<file path="src/rtl/alu_wide_seq.sv">
// alu_wide_seq: runs one NBYTES-wide ADD/ADDC/SUB/SUBC/AND/OR as a series of
// 8-bit passes through an external ALU. The passes go LSB first, and each byte's
// carry/borrow is chained into the next byte. Wide C/Z/N flags are built from
// the byte flags and held until the next operation.
// Optional feature macro: ALU_SEQ_PERF_EN adds a saturating op_count output.
// The opcode encodings normally come from defines.sv. The fallbacks below are
// used only when that file has not been compiled first.
//
// Handshake: start is a request that is sampled only while busy=0. If the op
// is supported, the request is accepted on that edge and busy rises. If it is
// not, err pulses for one cycle. A start seen while busy (RUN or DONE) is
// dropped, not queued. done is a one-cycle pulse, and result/flags are valid
// from that cycle onward.
`ifndef ADD_FN
  `define ADD_FN  3'b000
`endif
`ifndef ADDC_FN
  `define ADDC_FN 3'b001
`endif
`ifndef SUB_FN
  `define SUB_FN  3'b010
`endif
`ifndef SUBC_FN
  `define SUBC_FN 3'b011
`endif
`ifndef AND_FN
  `define AND_FN  3'b100
`endif
`ifndef OR_FN
  `define OR_FN   3'b101
`endif

module alu_wide_seq #(
  parameter int NBYTES = 4
) (
  input  logic                  clk,
  input  logic                  rst,
  input  logic                  start,
  input  logic [2:0]            op,
  input  logic [8*NBYTES-1:0]   a,
  input  logic [8*NBYTES-1:0]   b,
  output logic                  busy,
  output logic                  done,
  output logic                  err,
  output logic [8*NBYTES-1:0]   result,
  output logic                  c_flag,
  output logic                  z_flag,
  output logic                  n_flag,
  output logic [7:0]            alu_in1,
  output logic [7:0]            alu_in2,
  output logic                  alu_c_in,
  output logic [2:0]            alu_opcode,
  input  logic [7:0]            alu_out,
  input  logic                  alu_c_out,
  input  logic                  alu_z_out,
  input  logic                  alu_n_out,
`ifdef ALU_SEQ_PERF_EN
  output logic [15:0]           op_count,
`endif
  output logic [1:0]            state_dbg
);

  localparam int IW = (NBYTES > 1) ? $clog2(NBYTES) : 1;
  localparam logic [IW-1:0] LAST = IW'(NBYTES - 1);

  typedef enum logic [1:0] {S_IDLE = 2'd0, S_RUN = 2'd1, S_DONE = 2'd2} state_t;

  state_t                state, state_n;
  logic [IW-1:0]         idx;
  logic [IW+2:0]         bit_off;
  logic [8*NBYTES-1:0]   a_r, b_r, res_r;
  logic [2:0]            op_r;
  logic                  carry_r, z_acc, n_r;
  logic                  first_byte, op_ok, op_arith;

  assign op_ok = (op == `ADD_FN) || (op == `ADDC_FN) || (op == `SUB_FN) ||
                 (op == `SUBC_FN) || (op == `AND_FN) || (op == `OR_FN);
  assign op_arith = (op_r != `AND_FN) && (op_r != `OR_FN);
  assign first_byte = (idx == '0);
  assign bit_off = {idx, 3'b000};
  assign busy = (state != S_IDLE);
  assign state_dbg = state;

  // State register.
  always_ff @(posedge clk or posedge rst) begin
    if (rst) state <= S_IDLE;
    else     state <= state_n;
  end

  // Next state: accept a supported op, walk the bytes, spend one cycle in DONE.
  always_comb begin
    state_n = state;
    case (state)
      S_IDLE: if (start && op_ok) state_n = S_RUN;
      S_RUN:  if (idx == LAST) state_n = S_DONE;
      S_DONE: state_n = S_IDLE;
      default: state_n = S_IDLE;
    endcase
  end

  // Datapath: latch operands, collect byte results and flags, then publish in DONE.
  always_ff @(posedge clk or posedge rst) begin
    if (rst) begin
      a_r     <= '0;
      b_r     <= '0;
      op_r    <= `ADD_FN;
      idx     <= '0;
      res_r   <= '0;
      carry_r <= 1'b0;
      z_acc   <= 1'b1;
      n_r     <= 1'b0;
      result  <= '0;
      c_flag  <= 1'b0;
      z_flag  <= 1'b0;
      n_flag  <= 1'b0;
      done    <= 1'b0;
      err     <= 1'b0;
    end else begin
      done <= 1'b0;
      err  <= 1'b0;
      case (state)
        S_IDLE: begin
          if (start) begin
            if (op_ok) begin
              a_r   <= a;
              b_r   <= b;
              op_r  <= op;
              idx   <= '0;
              z_acc <= 1'b1;
            end else begin
              err <= 1'b1;
            end
          end
        end
        S_RUN: begin
          res_r[bit_off +: 8] <= alu_out;
          carry_r <= alu_c_out;
          z_acc   <= z_acc & alu_z_out;
          n_r     <= alu_n_out;
          if (idx != LAST) idx <= idx + 1'b1;
        end
        S_DONE: begin
          result <= res_r;
          z_flag <= z_acc;
          n_flag <= n_r;
          if (op_arith) c_flag <= carry_r;
          done <= 1'b1;
          idx  <= '0;
        end
        default: ;
      endcase
    end
  end

  // ALU drives: only the current byte during RUN, otherwise parked at reset values.
  always_comb begin
    alu_in1    = 8'h00;
    alu_in2    = 8'h00;
    alu_c_in   = 1'b0;
    alu_opcode = `ADD_FN;
    if (state == S_RUN) begin
      alu_in1 = a_r[bit_off +: 8];
      alu_in2 = b_r[bit_off +: 8];
      case (op_r)
        `ADD_FN: begin
          alu_opcode = first_byte ? `ADD_FN : `ADDC_FN;
          alu_c_in   = first_byte ? 1'b0 : carry_r;
        end
        `ADDC_FN: begin
          alu_opcode = `ADDC_FN;
          alu_c_in   = first_byte ? c_flag : carry_r;
        end
        `SUB_FN: begin
          alu_opcode = first_byte ? `SUB_FN : `SUBC_FN;
          alu_c_in   = first_byte ? 1'b0 : carry_r;
        end
        `SUBC_FN: begin
          alu_opcode = `SUBC_FN;
          alu_c_in   = first_byte ? c_flag : carry_r;
        end
        default: begin
          alu_opcode = op_r;
          alu_c_in   = 1'b0;
        end
      endcase
    end
  end

`ifdef ALU_SEQ_PERF_EN
  // Completed-operation counter, saturating; rejected ops are not counted.
  always_ff @(posedge clk or posedge rst) begin
    if (rst) op_count <= 16'h0000;
    else if (state == S_DONE && op_count != 16'hFFFF) op_count <= op_count + 16'h0001;
  end
`endif

endmodule

</file>
<file path="config.mk">
export PLATFORM = sky130hd
export DESIGN_NAME = alu_wide_seq
export DESIGN_NICKNAME = d
export VERILOG_FILES = /design/src/rtl/alu_wide_seq.sv
export SDC_FILE = /design/constraint.sdc
export NUM_CORES = 1
export LEC_CHECK = 0
export BUFFER_PORTS_ARGS = -buffer_cell sky130_fd_sc_hd__clkbuf_2
export CAP_MARGIN = 20
export CORE_MARGIN = 5
export CORE_UTILIZATION = 45
export CTS_BUF_LIST = sky130_fd_sc_hd__clkbuf_8
export DETAILED_ROUTE_END_ITERATION = 10
export GPL_TIMING_DRIVEN = 1
export PLACE_DENSITY = 0.69
export SYNTH_ARGS = -nofsm -noshare
export SYNTH_HDL_FRONTEND = slang
export SYNTH_SLANG_ARGS = --single-unit
</file>
<file path="constraint.sdc">
create_clock -name clk -period 5 [get_ports clk]
set_input_delay 0.25 -clock clk [delete_from_list [all_inputs] [get_ports clk]]
set_output_delay 0.25 -clock clk [all_outputs]
set_load 0.02 [all_outputs]
</file>
# [Yosys cells after proc, flatten, opt, wreduce, memory -nomap -nowiden]
# Cells that the tools add are included.
[classes] n_shift=4 muxes=25 n_reduce_logical=21 bitwise_logic=1 n_eq_ne=19 n_addsub=2
[ops] operator="32-bit by 6-bit indexed part select with 8-bit output" n=2
[ops] operator="32-bit bitwise mux" n=1
[ops] operator="8-bit by 7-bit variable shift with 32-bit output, first input constant" n=1
[ops] operator="8-bit by 7-bit indexed part select with 32-bit output" n=1
[ops] operator="8-bit two-way mux" n=2
[ops] operator="3-bit by 2-bit == test with 1-bit output, second input constant" n=4
[ops] operator="2-bit != test, second input constant" n=6
[ops] operator="3-bit one-hot mux with 4 select lines" n=1
[ops] operator="1-bit two-way mux" n=11
[ops] operator="2-bit two-way mux" n=5
[ops] operator="5-bit negator with 7-bit output" n=1
[ops] operator="3-bit by 1-bit == test with 1-bit output, second input constant" n=2
[ops] operator="3-bit == test, second input constant" n=2
[ops] operator="3-bit zero test" n=2
[ops] operator="3-bit != test, second input constant" n=2
[ops] operator="2-bit one-hot mux with 3 select lines" n=1
[ops] operator="3-bit AND reduction" n=2
[ops] operator="1-bit logical OR" n=5
[ops] operator="2-bit == test, second input constant" n=2
[ops] operator="2-bit zero test" n=2
[ops] operator="1-bit one-hot mux with 2 select lines" n=2
[ops] operator="2-bit one-hot mux with 2 select lines" n=1
[ops] operator="2-bit AND reduction" n=2
[ops] operator="4-bit AND reduction" n=1
[ops] operator="8 further kinds" n=11
[totals] inputBits=81 output_inout_bits=60 reg_bits=143 wordCells=87

# [Depth between registers and ports, before layout]
# Gate-level depths: netlist of the first run.
[depth] ltp_word=9 ltp_mapped=7 depth_no_buf=5

# [Worst setup path after synthesis of the first run]
# No wires, ideal clock.
[synth_path] path_kind="reg2out" from="register idx[1]" to="output alu_c_in" path_slack_ns=2.895 arrival_ns=1.855 t_required_ns=4.750 n_path_buf=2 path_stages_with_launch=8 cell_sequence="dfrtp_1 > buf_2 > buf_2 > inv_1 > ha_1 > nor2b_1 > a31oi_1 > nor3_1"
[synth_between] elab_chain_len=4 elab_cells_between_ends=5 cone_classes="4 x mux; 1 x reduce/logical"
[synth_rtl] item="start, declared" line="69" rtl="logic [IW-1:0] idx;"
[synth_rtl] item="start signal, assigned" line="140" rtl="if (idx != LAST) idx <= idx + 1'b1;"
[synth_rtl] item="2-bit zero test (*)" line="79" rtl="assign first_byte = (idx == '0);"
[synth_rtl] item="1-bit two-way mux (on tied branches)"
[synth_rtl] item="1-bit one-hot mux with 2 select lines (*)" line="164" rtl="case (op_r)"
[synth_rtl] item="1-bit two-way mux (*)" line="161" rtl="if (state == S_RUN) begin"
[synth_rtl] item="end, declared" line="51" rtl="output logic alu_c_in,"
# Every way passes the cells marked *; elsewhere a longest branch is shown, timed or not.

# [Worst setup path in the final report of the first run]
# Ends and elaborated chain as after synthesis.

==> results of run 1 <==
==> final cells by class <==
class                   count  share of cell area, %
well taps                 176                   3.02
clock buffers              19                   3.58
repair buffers            146                   10.3
flip-flops and latches    143                   49.0
clock inverters            13                   2.35
inverters                   5                  0.326
multi-input cells         221                   31.4
==> layout by cell type (no fill, tap or decap), drive strengths merged <==
| cell | instances |
|---|---|
| buf | 3 |
| clkbuf | 159 |
| inv | 8 |
| o21ai | 4 |
| nand3b | 1 |
| and2b | 1 |
| a31oi | 1 |
| clkinv | 5 |
| mux2 | 100 |
| dfrtp | 142 |
| o22a | 3 |
| ha | 6 |
| and2 | 18 |
| nand4bb | 1 |
| a221o | 1 |
| nor4b | 1 |
| a21boi | 1 |
| nand2b | 2 |
| a22o | 33 |
| nor2 | 13 |
| or3b | 1 |
| nor4 | 2 |
| nor2b | 2 |
| dfstp | 1 |
| nor3 | 1 |
| nand2 | 13 |
| clkinvlp | 1 |
| bufinv | 4 |
| dlygate4sd3 | 3 |
| mux4 | 16 |
==> cells by family after synthesis <==
| group | synth area share (%) |
|---|---|
| flip-flops | 59.5 |
| multiplexers | 24.7 |
| AND/OR/NAND/NOR | 5.81 |
| AO/OA/AOI/OAI | 6.20 |
| buffers and inverters | 2.50 |
| adder cells (fa/ha/maj) | 1.25 |
==> power by group through the flow <==
stage          Clock, W  Combinational (W)  Sequential (W)
6_report       0.000981            0.00187         0.00201
5_1_grt         0.00106            0.00203         0.00209
4_1_cts         0.00101            0.00191         0.00202
3_5_place_dp          0            0.00190         0.00204
3_3_place_gp          0            0.00186         0.00201
2_1_floorplan         0            0.00134         0.00205
==> what timing repair did <==
item                      4_1_cts  5_1_grt
hold buffers                    3        0
hold endpoints to repair        3        0
resized for setup               0        0
==> flip-flops by register name (all words and copies together) (netlist names) <==
register   count
a_r           32
b_r           32
c_flag         1
carry_r        1
done           1
err            1
idx            2
n_flag         1
n_r            1
op_r           3
res_r         32
result        32
state_dbg      2
z_acc          1
z_flag         1
==> routing by layer <==
metal / wire (microns) / vias to the layer above / track usage (%) / part of all wire (%)
met1: 5270 / 1871 / 21.8 / 42
li1: - / 1720 / - / -
met2: 6050 / 135 / 25.8 / 48
met4: 148 / 0 / 5.93 / 1.2
met3: 1090 / 14 / 6.65 / 8.7
met5: 0 / - / 0 / 0
==> stage by stage <==
step	area, sq um	instances	hold slack [ns]	total power (W)	util (%)
global route	7300	723	0.00392	0.00518	55.4
finish	7300	723	-0.0227	0.00487	55.4
global placement	6840	688	0.456	0.00387	51.9
CTS	7300	723	0.00000761	0.00494	55.4
detailed placement	6840	688	0.459	0.00394	51.9
floorplan	6010	387	0.355	0.00339	-
==> worst max-delay path, cell delays in order, from the launching register on <==
cell and delay (ns):
dfrtp_1 0.96, inv_1 0.23, ha_1 0.41, nor2b_1 0.16, a31oi_1 0.05, nor3_1 0.15
clkbuf_2 0.20
==> worst max-delay path by stage <==
stage	start	depth (start not counted)	end	slack [ns]
floorplan	rst	1	a_r[0]	0.91
global placement	idx[1]	6	alu_c_in	2.59
CTS	idx[1]	6	alu_c_in	2.05
global route	idx[1]	6	alu_c_in	1.89
detailed placement	idx[1]	5	res_r[2]	2.50
finish	idx[1]	6	alu_c_in	2.15
==> summary.md, run 1 <==
| Metric | Value |
|---|---|
| Syn. warnings | 0 |
| Final setup margin | ~2.2 ns |
| Maxcap violations | 0 |
| Register share of total power | 41.4% |
| Initial Utilization | 45.6% |
| DRT antenna net count | 0 |
| Slew Limit Fails | 0 |
| Synth unique cells | 31 |
| CP Launch Type | flop |
| Cell Pwr Density | 666 nW/um^2 |
| Synthesized Nets | 474 |
| Clk root buf | clkbuf_8 |
| R2r setup slk | 2.54 ns |
| Die X | between 100 and 150 microns |
| First-pass GRT wire length | 20.9 mm |
| RR Endpoint | res_r[1] |
| Skew-Pair Late Insertion Delay | 0.44 ns |
| Final Setup Violations | 0 |
| GR Util All Layers | 16.8% |
| Vias in the first global route | 3949 |
| RSZ-0062 raised after global routing | no |
| Mapped Avg Cell Area | ~16 sq um |
| Type of the worst setup path | flop to output port |
| WL/cell | 17.4 microns |
| Hold Crit Class | input port to async pin |
| Longest Clk Path Bufs | 2 |
| Die height | around 130 microns |
| Area of the multi-input gates | 2290 sq um |
| Largest area contributor in the netlist | dfrtp_1 |
| # clock sinks | 143 |
| Relative slew slack | 35.2% |
| Comb power frac | 38.4% |
| Psw | ~0.0017 W |
| Postcts setup bufs | 0 |
| FF-to-FF Start | idx[1] |
| I/O pins | approximately 140 |
| Internal | 0.00319 W |
| Hold_ws | -0.0227 ns |
| First-pass detailed-route iteration total | 4 |
| CORE AREA | 13200 sq um |
| FFs w/ async S/R, synth | 100% |
| # diodes | 0 |
| Via density | 5.17 |
| Via count | between 3000 and 4000 |
| Input/output buffers | 140 |
| #FFs+latches synth | between 100 and 150 |
| Post-Syn Area | 6010 sq um |
| R2R depth | 5 |
| Switching Fraction | between 30% and 40% |
| Leakage | 3.52 nW |
| CP Max Fanout | 21 |
| Fill count | 1130 |
| Clock Pin Slew Worst Setup and Hold Paths | 0.08 ns |
| Clock Skew | roughly 0.011 ns |
| Iter 0 DRT Violations | 223 |
| Reg area | 3580 sq um |
| Cells taking the most area after synthesis | dfrtp_1 (59%), mux2_2 (18%), mux4_2 (6.0%) |
| CP required | 4.75 ns |
| Failing checks | hold timing |
| Post-Syn Instances | 387 |
| Pin count of the biggest net entering global routing | 105 |
| Number of flops mapped to enable cells by yosys | 0 |
| RD Place Congestion | 0.772 |
| Most frequent cell after synthesis | dfrtp_1 |
| Share of layout cells above drive strength 1 | 55.2% |
| DRC Markers | 0 |
| Crit path time final | about 2.8 ns |
| Syn-to-layout area delta | 21.5% |
| Highest clock rate | approximately 0.35 GHz |
| Die ar. | between 15000 and 20000 sq um |
| Peak supply drop | 0.000277 V |
| Fin crit share | between 50% and 60% |
| Outcome | finished with violations |
| Htree depth | 4 |
| Nets | 621 |
| Post-route setup TNS | 0 ns |
| Crit path DAT | ~2.6 ns |
| Hold Fails Final Rpt | 6 |
| Synth Flop Type | dfrtp_1 |
| Initial antenna violation count | 0 |
| Share of Yosys cell area claimed by the top area cell type | 59.1% |
| CTS buffer count | 17 |
| Core Rows | 42 |
| Clk pwr share | 20.2% |
| Sequential area share after synthesis | 59.5% |
| Worst-Margin Slew | 0.969 ns |
| WL final | 12.6 mm |
| Commonest cells post-synth | dfrtp_1 (142), mux2_2 (94), a22o_1 (25) |
| Crit end category | output port |
| GRT Residual Overflow | 0 |
| DP HPWL | 9.05 mm |
| CTS tree | yes |
| Post-place setup slack | 2.50 ns |
Note: power is estimated with default switching activity, not from simulation.
==> run 2: changes to the inputs <==
==> constraint.sdc (replaced) <==
create_clock -name clk -period 2.9 [get_ports clk]
set_input_delay 0.145 -clock clk [delete_from_list [all_inputs] [get_ports clk]]
set_output_delay 0.145 -clock clk [all_outputs]
set_load 0.02 [all_outputs]
==> summary.md, run 2 (synthesis gave the netlist of run 1 again) <==
| Metric | Value |
|---|---|
| I/O pins | 141 |
| Met3 GRT Util | 6.48% |
| Skew-Pair Late Insertion Delay | between 0.4 and 0.5 ns |
| DP HPWL | 8.92 mm |
| GR Util All Layers | 19.1% |
| Leakage | 3.81 nW |
| First-pass GRT wire length | between 20 and 25 mm |
| Fill count | 1038 |
| Die ar. | ~16000 sq um |
| Clk root buf | clkbuf_8 |
| Core Rows | 42 |
| Crit path time final | 2.35 ns |
| WL final | 14.2 mm |
| Maxcap violations | 0 |
| Crit end category | output port |
| Hold Fails Final Rpt | 0 |
| Relative slew slack | 50.5% |
| First-pass detailed-route iteration total | 4 |
| CTS tree | yes |
| Hold depth | 2 |
| Crit path DAT | 2.21 ns |
| Fin crit share | 81.1% |
| Cell Pwr Density | 1060 nW/um^2 |
| FF-to-FF Start | idx[0] |
| RD Place Congestion | 0.793 |
| Peak supply drop | 0.000490 V |
| Htree depth | 4 |
| CORE AREA | 13200 sq um |
| # diodes | 0 |
| Reg area | 3580 sq um |
| CP Launch Type | flop |
| Syn-to-layout area delta | 33.5% |
| CP max stage delay | 0.56 ns |
| Slowest cell on the critical path | mux4_2 |
| Outcome | finished clean |
| Die height | roughly 130 microns |
| Die X | 126 microns |
| Met2 Usage GRT | 32.0% |
| Highest clock rate | 0.425 GHz |
| GRT Residual Overflow | 0 |
| Vias in the first global route | 4592 |
| RR Endpoint | res_r[8] |
| CP required | 2.76 ns |
| Iter 0 DRT Violations | 184 |
| WL/cell | between 15 and 20 microns |
| CTS buffer count | 17 |
| Initial antenna violation count | 0 |
| # clock sinks | 143 |
| Post-cts gate resize count | 0 |
| Most used routing layer | met2 |
| Via density | 5.12 |
| Pin count of the biggest net entering global routing | roughly 140 |
| DRC Markers | 0 |
| Type of the worst setup path | flop to output port |
| Commonest non-fill, non-tap cell in the layout | dfrtp_1 |
| Clock Pin Slew Worst Setup and Hold Paths | 0.08 ns |
| Area of the multi-input gates | roughly 2300 sq um |
| Hold path startpoint | alu_out[3] |
| Worst-Margin Slew | about 0.74 ns |
| Nets | 693 |
| Clock Skew | 0.00842 ns |
| Hold EP | res_r[27] |
| RSZ-0062 raised after global routing | no |
| Hold Crit Class | input port to flop |
| Share of layout cells above drive strength 1 | 49.4% |
| Worst-path cell chain | buf_4 > mux4_2 > and2_1 > clkbuf_2 |
| Initial Utilization | 45.6% |
| R2r setup slk | 0.84 ns |
| Slew Limit Fails | 0 |
| Longest Clk Path Bufs | 2 |
| Most frequent cells in the layout | dfrtp_1 (142), clkbuf_2 (140), mux2_2 (94) |
| Hold_ws | slightly below 0.05 ns |
| Via count | 4068 |
| R2R depth | 5 |
| DRT antenna net count | 0 |
| Input/output buffers | 140 |
| Post-route setup TNS | 0 ns |
| CP Max Fanout | 20 |
| Met1 track demand over resource | 23.4% |
| Final Setup Violations | 0 |
run 2: cell types whose count changed in the layout (fill, tap and decap cells not counted), sizes merged:
cell and change:
buf +2, bufinv -1, clkbuf +1, clkinvlp +3
dlygate4sd3 +70, inv -3
run 2: how the worst max path moves through the flow:
stage                      start         end  slack (ns)  depth (start not counted)
after floorplan           idx[1]    alu_c_in        0.90                          7
after detailed placement  idx[0]   res_r[15]        0.84                          5
after CTS                 idx[0]  alu_in1[6]        0.49                          4
after global placement    idx[0]   res_r[12]        0.92                          5
after global routing      idx[0]  alu_in1[6]        0.37                          4
final                     idx[0]  alu_in1[6]        0.55                          4
run 2: per-stage QoR:
step	instance area, sq um	util (%)	worst slack (ns)	power [W]	instances
after floorplan	6020	-	0.900	0.00584	387
after global placement	6880	52.2	0.923	0.00669	690
after detailed placement	6880	52.2	0.841	0.00683	690
after CTS	8030	60.9	0.494	0.00857	795
after global routing	8030	60.9	0.371	0.00902	795
final	8030	60.9	0.549	0.00849	795
run 2: area by class of cell:
class	instances	area share, %
Inverter	5	0.281
Clock buffer	20	3.43
Timing Repair Buffer	218	18.6
Multi-Input combinational cell	221	28.6
Sequential cell	143	44.6
Tap cell	176	2.74
Clock inverter	12	1.76
run 2: worst max-delay path: cells and delay by family, from the launching register on:
family	cells	cell delay (ns)
flops	1	0.45
simple gates	1	0.18
mux	1	0.56
buf+inv	2	0.56
run 2: repair_timing:
item | in CTS | in global routing
buffers inserted | 0 | 0
hold endpoints to repair | 215 | 0
hold buffers | 73 | 0
run 2: metal layers:
| metal | vias up | part of all wire (%) |
|---|---|---|
| li1 | 1849 | - |
| met1 | 2078 | 41 |
| met2 | 130 | 51 |
| met3 | 11 | 6.4 |
| met4 | 0 | 1.1 |
| met5 | - | 0 |
run 2: where the power goes:
group          switching [W]  leakage (nW)  internal [W]
Sequential          0.000516          1.79       0.00289
Clock               0.000722         0.212      0.000908
Combinational        0.00173          1.81       0.00172
Total                0.00297          3.81       0.00552
